**config.mk**
```make
export PLATFORM = sky130hd
export DESIGN_NAME = gcd_multimode_engine_flat
export DESIGN_NICKNAME = d
export VERILOG_FILES = /design/src/rtl/gcd_multimode_engine_if.sv /design/src/rtl/gcd_multimode_engine.sv /design/src/flat_wrapper.sv
export SDC_FILE = /design/constraint.sdc
export NUM_CORES = 1
export LEC_CHECK = 0
export BUFFER_PORTS_ARGS = -buffer_cell sky130_fd_sc_hd__clkbuf_2
export CAP_MARGIN = 40
export CELL_PAD_IN_SITES_DETAIL_PLACEMENT = 0
export CELL_PAD_IN_SITES_GLOBAL_PLACEMENT = 1
export CORE_ASPECT_RATIO = 0.75
export CORE_MARGIN = 4
export CORE_UTILIZATION = 44
export DETAILED_ROUTE_END_ITERATION = 16
export PLACE_DENSITY = 0.77
export SYNTH_ARGS = -nofsm -noshare
export SYNTH_HDL_FRONTEND = slang
export SYNTH_SLANG_ARGS = --single-unit
export TNS_END_PERCENT = 20
```
**constraint.sdc**
```tcl
create_clock -name clk -period 4.65 [get_ports clk]
set_input_delay 0.465 -clock clk [delete_from_list [all_inputs] [get_ports clk]]
set_output_delay 0.465 -clock clk [all_outputs]
set_load 0.005 [all_outputs]
```
**src/rtl/gcd_multimode_engine_if.sv**
```systemverilog
// gcd_multimode_engine_if: operand/result valid-ready bundle for the GCD engine
interface gcd_multimode_engine_if #(
    parameter int WIDTH = 8,
    parameter int CNT_W = 16
);
    logic             in_valid;
    logic             in_ready;
    logic [WIDTH-1:0] x;
    logic [WIDTH-1:0] y;
    logic             mode;
    logic             out_valid;
    logic             out_ready;
    logic [WIDTH-1:0] out;
    logic [CNT_W-1:0] cycles;
    logic             err;

    modport master (
        output in_valid, x, y, mode, out_ready,
        input  in_ready, out_valid, out, cycles, err
    );

    modport slave (
        input  in_valid, x, y, mode, out_ready,
        output in_ready, out_valid, out, cycles, err
    );
endinterface

```
**src/rtl/gcd_multimode_engine.sv**
```systemverilog
// gcd_multimode_engine: subtractive Euclid / binary Stein GCD with valid-ready handshakes
module gcd_multimode_engine #(
    parameter int WIDTH = 8,
    parameter int CNT_W = 16
) (
    input logic                   clk,
    input logic                   rst,
    gcd_multimode_engine_if.slave bus
);
    localparam int KW = $clog2(WIDTH) + 1;

    typedef enum logic [1:0] {IDLE, SUB, BIN, DONE} state_t;

    state_t           r_state;
    state_t           w_next;
    logic [WIDTH-1:0] r_a;
    logic [WIDTH-1:0] r_b;
    logic [KW-1:0]    r_k;
    logic [CNT_W-1:0] r_cnt;
    logic [WIDTH-1:0] r_out;
    logic             r_err;
    logic             w_accept;
    logic             w_zero;
    logic             w_eq;
    logic             w_a_even;
    logic             w_b_even;
    logic             w_gt;
    logic [CNT_W-1:0] w_cnt_inc;

    assign w_accept  = (r_state == IDLE) && bus.in_valid;
    assign w_zero    = (bus.x == '0) || (bus.y == '0);
    assign w_eq      = (r_a == r_b);
    assign w_a_even  = ~r_a[0];
    assign w_b_even  = ~r_b[0];
    assign w_gt      = (r_a > r_b);
    assign w_cnt_inc = (&r_cnt) ? r_cnt : r_cnt + 1'b1;

    assign bus.in_ready  = (r_state == IDLE);
    assign bus.out_valid = (r_state == DONE);
    assign bus.out       = r_out;
    assign bus.cycles    = r_cnt;
    assign bus.err       = r_err;

    // State register
    always_ff @(posedge clk or negedge rst) begin
        if (!rst) r_state <= IDLE;
        else      r_state <= w_next;
    end

    // Next-state: zero operands skip compute, mode picks the algorithm
    always_comb begin
        w_next = r_state;
        case (r_state)
            IDLE:    if (bus.in_valid) w_next = w_zero ? DONE : (bus.mode ? BIN : SUB);
            SUB,
            BIN:     if (w_eq) w_next = DONE;
            default: if (bus.out_ready) w_next = IDLE;
        endcase
    end

    // Datapath: operand load at accept, one reduction step per compute cycle
    always_ff @(posedge clk or negedge rst) begin
        if (!rst) begin
            r_a   <= '0;
            r_b   <= '0;
            r_k   <= '0;
            r_cnt <= '0;
            r_out <= '0;
            r_err <= 1'b0;
        end else if (w_accept) begin
            r_a   <= bus.x;
            r_b   <= bus.y;
            r_k   <= '0;
            r_cnt <= '0;
            r_err <= (bus.x == '0) && (bus.y == '0);
            if (w_zero) r_out <= bus.x | bus.y;
        end else if (r_state == SUB) begin
            r_cnt <= w_cnt_inc;
            if (w_eq)      r_out <= r_a;
            else if (w_gt) r_a   <= r_a - r_b;
            else           r_b   <= r_b - r_a;
        end else if (r_state == BIN) begin
            r_cnt <= w_cnt_inc;
            if (w_eq) r_out <= r_a << r_k;
            else if (w_a_even && w_b_even) begin
                r_a <= r_a >> 1;
                r_b <= r_b >> 1;
                r_k <= r_k + 1'b1;
            end
            else if (w_a_even) r_a <= r_a >> 1;
            else if (w_b_even) r_b <= r_b >> 1;
            else if (w_gt)     r_a <= (r_a - r_b) >> 1;
            else               r_b <= (r_b - r_a) >> 1;
        end
    end
endmodule

```
**src/flat_wrapper.sv**
```systemverilog
// flat-port wrapper written by rule: the top's interface ports become plain ports
module gcd_multimode_engine_flat 
#(
    parameter int WIDTH = 8,
    parameter int CNT_W = 16
)
  (clk, rst, bus_in_valid, bus_x, bus_y, bus_mode, bus_out_ready, bus_in_ready, bus_out_valid, bus_out, bus_cycles, bus_err);
  gcd_multimode_engine_if #(.WIDTH(WIDTH), .CNT_W(CNT_W)) bus_i ();
  input logic clk;
  input logic rst;
  input wire logic [$bits(bus_i.in_valid)-1:0] bus_in_valid;
  input wire logic [$bits(bus_i.x)-1:0] bus_x;
  input wire logic [$bits(bus_i.y)-1:0] bus_y;
  input wire logic [$bits(bus_i.mode)-1:0] bus_mode;
  input wire logic [$bits(bus_i.out_ready)-1:0] bus_out_ready;
  output wire logic [$bits(bus_i.in_ready)-1:0] bus_in_ready;
  output wire logic [$bits(bus_i.out_valid)-1:0] bus_out_valid;
  output wire logic [$bits(bus_i.out)-1:0] bus_out;
  output wire logic [$bits(bus_i.cycles)-1:0] bus_cycles;
  output wire logic [$bits(bus_i.err)-1:0] bus_err;
  assign bus_i.in_valid = bus_in_valid;
  assign bus_i.x = bus_x;
  assign bus_i.y = bus_y;
  assign bus_i.mode = bus_mode;
  assign bus_i.out_ready = bus_out_ready;
  assign bus_in_ready = bus_i.in_ready;
  assign bus_out_valid = bus_i.out_valid;
  assign bus_out = bus_i.out;
  assign bus_cycles = bus_i.cycles;
  assign bus_err = bus_i.err;
  gcd_multimode_engine #(.WIDTH(WIDTH), .CNT_W(CNT_W)) u_core (.clk(clk), .rst(rst), .bus(bus_i));
endmodule
```
# == After elaboration in Yosys (flattened, before gate mapping) ==
# Cells that the tools add are included.
# classes
shift,1
n_reduce_logical,22
eq_ne,14
n_bitwise,3
muxes,41
add_sub_neg,4
n_lt_le_gt_ge,1
# ops
op,n
8-bit 2-to-1 mux,26
16-bit 2-to-1 mux,4
4-bit 2-to-1 mux,5
"16-bit by 1-bit adder with 16-bit output, second input constant",1
8-bit zero test,2
16-bit AND reduction,1
8-bit subtractor,2
2-bit 2-to-1 mux,5
5-bit AND reduction,2
3-bit AND reduction,3
8-bit equality test,1
8-bit greater-than comparator,1
"4-bit inequality test, second input constant",2
8-bit bitwise OR,1
4-bit AND reduction,2
8-bit by 4-bit left shift with 8-bit output,1
"2-bit by 1-bit inequality test with 1-bit output, second input constant",3
2-bit nonzero test,3
3-bit nonzero test,2
"5-bit inequality test, second input constant",1
"4-bit by 1-bit adder with 4-bit output, second input constant",1
"2-bit equality test, second input constant",2
"2-bit inequality test, second input constant",2
2-bit one-hot mux with 2 select lines,1
9 further kinds,12
# word_totals
reg_bits,47
output_inout_bits,27
word_cells,95

# == Logic depth before layout (Yosys ltp) ==
# Gate-level depths: netlist of the first run.
# logic_depth
word_depth,9
mapped_depth,11
mapped_depth_nobuf,9

# == Worst setup path before layout of the first run ==
# Ideal clock, no wire load.
# synth_path
kind,flip-flop to flip-flop
start,register u_core.r_a[0]
end,register u_core.r_a[7]
required_ns,4.522
t_arrival_ns,2.554
slack_ns,1.968
n_path_buf,1
path_stages_with_launch,11
path_cell_list,dfrtp_1 -> clkbuf_1 -> inv_1 -> ha_1 -> fa_1 -> nor2b_2 -> o31a_4 -> a21oi_2 -> nor3_1 -> nor2_4 -> mux2_1
# synth_between
elab_chain_cells,7
elab_cells_between_ends,18
cone_classes,1 x add/sub; 1 x order compare; 5 x eq/ne; 8 x mux; 1 x bitwise; 2 x reduce/logical
# synth_lines
item,line_no,text
start: declaration,gcd_multimode_engine.sv:16,logic [WIDTH-1:0] r_a;
start signal: assignment,gcd_multimode_engine.sv:71,r_a <= bus.x;
start signal: assignment,gcd_multimode_engine.sv:80,else if (w_gt) r_a <= r_a - r_b;
start signal: assignment,gcd_multimode_engine.sv:86,r_a <= r_a >> 1;
"parallel branches: the longest is 7 deep, another holds 8-bit subtractor",--,
# Several ways; the timed one is not identified. The select of a mux whose other input is x is not followed.
# A chain may end at the register's enable or synchronous reset.

# == Worst setup path after layout of the first run ==
# Ends and elaborated chain as after synthesis.

==> flow_summary.ini, run 1 <==
[outcome]
status = finished clean

[setup_path]
startpoint_type = flop
critPathMaxStageDelay_ns = 0.55
required_ns = 4.83
crit_arrival_ns = 3.26
path_cells = inv_1 -> ha_1 -> fa_1 -> nor2b_2 -> o31a_4 -> a21oi_2 -> nor3_1 -> nor2_4 -> mux2_1
endpoint_kind = flop
crit_path_max_fanout = 12
crit_type = flop to flop
slowest_stage = nor3_1

[layout]
final_util = 0.5024
area_growth_pct = 11.46
drive_gt1_frac = 0.1827
multi_input_area_sq_um = 2624
final_nets = 553
fillers = 876
diodes = 0
instances_no_fill = 621
regArea_sq_um = 1176

[routing]
drc = 0
avgViaCountPerCell = 6.240
via_count = 3875
wl_per_cell_um = 19.71
drtIter0Drc = 409
drtAntennaViolNets = 0
firstDrtPassIters = 5
drt-total-wl_mm = 12.24

[placement]
io_buffers = 47
gp_congestion = 0.8760
dpl.hpwl_mm = 9.286
dp.cells = 613

[clocking]
clk_latency_ns = 0.29
cts_resized = 0
htreeDepth = 2
cts.clk_slew.worst_paths_ns = 0.07
root_buffer = clkbuf_16
cts_tree = built
postCtsSetupRepairBufs = 0
cts-hold-fix-buffers = 0
clock-sinks = 47
cts-buffers-inserted = 5
clk_path_buf_depth = 2

[timing]
fin_crit_sh = 0.6632
hold_violations = 0
timing.hold.ws_ns = 0.2684
fin_tns_setup_ns = 0
finalMaxSlewViolations = 0
max_slew.worst_pin.slew_ns = 0.9086
fmax_mhz = 324.3
maxSlewHeadroom = 0.3887
setup_viol = 0
period_needed_ns = 3.084
rsz0062_at_grt = no
fin_skew_ns = 0.005095

[power]
vdd_drop_max_mv = 0.4938
switching_share = 0.5191
p_total_uw = 4010
p_per_area_nw_per_um2 = 886.0
seq_power_share = 0.188
combPwrFrac = 0.695
cellLeakagePower_uw = 0.001977
pwr-share-clk = 0.117
p_switching_uw = 2082
p_int_uw = 1928

[synth]
yosys_warnings = 0
yosys.area.top_type = dfrtp_1
syn_inst = 476
synth_edf_count = 0
seq_area_frac_synth = 0.2897
synth.distinct_cells = 78
async_flop_share = 1.000
netlist_area_sq_um = 4060
syn_nets = 521
syn_avg_cell_area_sq_um = 8.530
ys.flop_type = dfrtp_1
yosys-top-cells-area = dfrtp_1 (29%), ha_1 (6.8%), a21oi_1 (5.5%)
synth_top_area_frac = 0.2897
synth-seq-cells = 47

[global_routing]
grt_max_degree = 48
grt_pass1_vias = 3675
antenna_found_initial = 0
grt_pass1_wl_mm = 20.01
globalRouteOverflowTotal = 0
grt_usage = 0.2290

[floorplan]
initial_core_util = 0.4507
die_y_um = 91.19
ioPinCount = 48
core_sq_um = 9009
rows = 30
die_w_um = 118.9
dieArea_sq_um = 10840

[job]
cap_violations = 0

[min_path]
hp-class = primary input to async pin
[area by class of cell]
cell class                 count  area share
inverter                      29     0.02405
timing repair buffer          54     0.06359
sequential                    47      0.2599
multi-input combinational    371      0.5798
clock buffer                   6     0.02848
tap                          112     0.03096
clock inverter                 2     0.01327
[routing by layer]
metal	routed length [um]	part of all wire	GRT usage
met1	6207	0.51	0.3653
met2	4807	0.39	0.3102
met3	1126	0.092	0.05791
met4	95	0.0078	0.03568
met5	0	0	0
[worst max-delay path: cells and delay by family, from the launching register on]
family / cells / cell delay [ns]
and+or+nand+nor: 3 / 0.92
adders and majority gates: 2 / 0.67
DFF: 1 / 0.54
muxes: 1 / 0.34
AOI/OAI and AO/OA: 2 / 0.33
buffers and inverters: 1 / 0.16
[cell families (layout without fill, tap and decap cells)]
logic type,count (synthesis),in the layout,synth area share
and+or+nand+nor,145,145,0.1830
muxes,22,22,0.06040
adders and majority gates,24,24,0.07766
DFF,47,47,0.2897
AOI/OAI and AO/OA,160,160,0.2817
buffers and inverters,58,91,0.06440
xor gates and xnor gates,20,20,0.04314
[registers in the layout, indices dropped and copies added, names as in the netlist]
signal             cells
u_core.bus.err         1
u_core.r_k             4
u_core.r_b             8
u_core.r_state         2
u_core.r_a             8
u_core.bus.out         8
u_core.bus.cycles     16
[path summary, 6_finish.rpt]
| path | start | end | slack [ns] | cells after the start |
|---|---|---|---|---|
| max | u_core.r_a[0] | u_core.r_a[7] | 1.57 | 9 |
| min | rst | u_core.r_b[7] | 0.27 | 2 |
| max reg2reg | u_core.r_a[0] | u_core.r_a[7] | 1.57 | 9 |
| min reg2reg | u_core.bus.out[7] | u_core.bus.out[7] | 0.49 | 2 |
| max in group asynchronous | rst | u_core.bus.out[0] | 3.93 | 2 |
| min in group clk | bus_x[0] | u_core.r_a[0] | 0.42 | 3 |
[layout by cell type (no fill, tap or decap), types with 9 or more instances in the layout]
| cell type | n |
|---|---|
| a211oi_1 | 9 |
| a21oi_1 | 45 |
| clkbuf_2 | 47 |
| dfrtp_1 | 47 |
| ha_1 | 22 |
| inv_1 | 28 |
| mux2_2 | 9 |
| mux2i_1 | 11 |
| nand2_1 | 30 |
| nand3_1 | 17 |
| nor2_1 | 44 |
| nor3_1 | 11 |
| o21ai_0 | 20 |
| o21ai_1 | 9 |
| o31ai_1 | 11 |
| xnor2_1 | 17 |
[synthesized netlist by cell type (6+ instances only)]
| library cell | number |
|---|---|
| a211oi_1 | 9 |
| a21oi_1 | 45 |
| clkbuf_1 | 16 |
| dfrtp_1 | 47 |
| ha_1 | 22 |
| inv_1 | 28 |
| mux2_2 | 9 |
| mux2i_1 | 11 |
| nand2_1 | 30 |
| nand3_1 | 17 |
| nand4_1 | 6 |
| nor2_1 | 44 |
| nor3_1 | 11 |
| nor4_1 | 7 |
| o21ai_0 | 20 |
| o21ai_1 | 9 |
| o31ai_1 | 11 |
| xnor2_1 | 17 |
[power groups by stage]
| stage | sequential [uW] | clock [uW] | combinational [uW] |
|---|---|---|---|
| detailed placement | 755 | 0 | 2720 |
| floorplan | 665 | 0 | 2170 |
| CTS | 748 | 477 | 2740 |
| global placement | 746 | 0 | 2700 |
| global route | 778 | 495 | 3060 |
| finish | 756 | 468 | 2790 |
[stage by stage]
step | setup slack, ns | instance area [sq um]
after floorplan | 1.968 | 4060
after global placement | 1.805 | 4329
after detailed placement | 1.663 | 4337
after CTS | 1.637 | 4526
after global routing | 1.455 | 4526
final | 1.566 | 4526
Power figures use the tool's default switching activity.
==> run 2, diff against run 1 <==
==> constraint.sdc (replaced) <==
create_clock -name clk -period 3.15 [get_ports clk]
set_input_delay 0.315 -clock clk [delete_from_list [all_inputs] [get_ports clk]]
set_output_delay 0.315 -clock clk [all_outputs]
set_load 0.005 [all_outputs]
==> flow_summary.ini, run 2 (same netlist as run 1, synthesis figures left out) <==
[clocking]
clk_latency_ns = 0.29
postCtsSetupRepairBufs = 0
htreeDepth = 2
clk_path_buf_depth = 2
cts-buffers-inserted = 5
cts_tree = built
cts_resized = 0
root_buffer = clkbuf_16
cts-hold-fix-buffers = 0
cts.clk_slew.worst_paths_ns = 0.07
clock-sinks = 47

[setup_path]
r2r-start = u_core.r_a[2]
regToRegSetupSlack_ns = 0.25
slowest_stage = a21oi_2
required_ns = 3.33
reg2reg_to = u_core.r_a[7]
startpoint_type = flop
crit_type = flop to flop
path_cells = ha_1 -> nor2b_2 -> o31a_4 -> a21oi_2 -> nor3_1 -> nor2_4 -> mux2_1
crit_path_max_fanout = 12
crit_arrival_ns = 3.07
crit_end = u_core.r_a[7]
r2r_cells = 7
critPathMaxStageDelay_ns = 0.51
endpoint_kind = flop
crit_start = u_core.r_a[2]

[floorplan]
core_sq_um = 9009
die_y_um = 91.19
rows = 30
dieArea_sq_um = 10840
initial_core_util = 0.4507
die_w_um = 118.9
ioPinCount = 48

[power]
cellLeakagePower_uw = 0.002004
p_per_area_nw_per_um2 = 1306
vdd_drop_max_mv = 0.5144

[global_routing]
grt_pass1_wl_mm = 20.07
grt_usage = 0.2300
antenna_found_initial = 0
globalRouteOverflowTotal = 0
grt_pass1_vias = 3640
grt_max_degree = 48

[routing]
drtIter0Drc = 419
via_count = 3954
firstDrtPassIters = 5
avgViaCountPerCell = 6.296
drc = 0
drt-total-wl_mm = 12.46
drtAntennaViolNets = 0
wl_per_cell_um = 19.84

[layout]
instances_no_fill = 628
drive_gt1_frac = 0.1957
largest_reg_flops = 16
diodes = 0
final_nets = 560
area_growth_pct = 12.26
final_cell_mix = clkbuf_2 (47), dfrtp_1 (47), a21oi_1 (45)

[timing]
maxSlewHeadroom = 0.5083
finalMaxSlewViolations = 0
hold_violations = 0
max_slew.worst_pin.slew_ns = 0.7308
fin_crit_sh = 0.9194
rsz0062_at_grt = no
setup_viol = 0
fin_skew_ns = 0.006376
fmax_mhz = 345.3
period_needed_ns = 2.896
fin_tns_setup_ns = 0

[placement]
dp.cells = 620
gp_congestion = 1.009
dpl.hpwl_mm = 9.580
io_buffers = 47

[outcome]
status = finished clean

[min_path]
hp-class = primary input to async pin

[job]
cap_violations = 0
-- run 2: cell types whose count changed in the layout (fill, tap and decap cells not counted), sizes merged --
cell / change
buf: +7
bufinv: -1
clkbuf: -1
clkinv: +2
-- run 2: area by class of cell --
type / count / area [sq um]
Fill cell: 868 / 4451
Multi-Input combinational cell: 371 / 2624
Sequential cell: 47 / 1176
Timing Repair Buffer: 61 / 340.3
Tap cell: 112 / 140.1
Clock buffer: 5 / 125.1
Inverter: 29 / 108.9
Clock inverter: 3 / 43.79
-- run 2: metal layers --
metal | part of all wire | routed length (um) | global-route usage
met1 | 0.50 | 6221 | 0.3714
met2 | 0.40 | 4933 | 0.3045
met3 | 0.099 | 1229 | 0.06164
met4 | 0.0062 | 77 | 0.03375
met5 | 0 | 0 | 0
-- run 2: critical path: cells and delay by family (launching register included) --
family	cells	cell delay, ns
simple gates	3	0.72
flops	1	0.46
mux	1	0.35
compound gates	2	0.82
fa+ha+maj	1	0.43
-- run 2: through the flow --
stage                     cell area (sq um)  hold WS [ns]  setup WS (ns)  utilization  total power [uW]
after global routing                   4558        0.1997         0.1095       0.5060              6436
after global placement                 4389        0.4676         0.3868       0.4872              5217
final                                  4558        0.1269         0.2540       0.5060              5953
after CTS                              4558        0.1543         0.3036       0.5060              5864
after detailed placement               4389        0.4724         0.3063       0.4872              5211
after floorplan                        4060       0.01941         0.4683            -              4178
-- run 2: report_power, final --
part           switching (uW)  leakage (uW)  total (uW)  internal (uW)
clock network             249     0.0000838         624            375
registers                 273      0.000597        1090            813
logic                    2600       0.00132        4240           1650
-- run 2: worst min-delay path by stage --
stage / endpoint / slack, ns
2_1_floorplan: u_core.bus.cycles[0] / 0.02
3_3_place_gp: u_core.r_b[7] / 0.47
3_5_place_dp: u_core.r_b[7] / 0.47
4_1_cts: u_core.r_b[7] / 0.15
5_1_grt: u_core.r_b[7] / 0.20
6_report: u_core.r_b[7] / 0.13
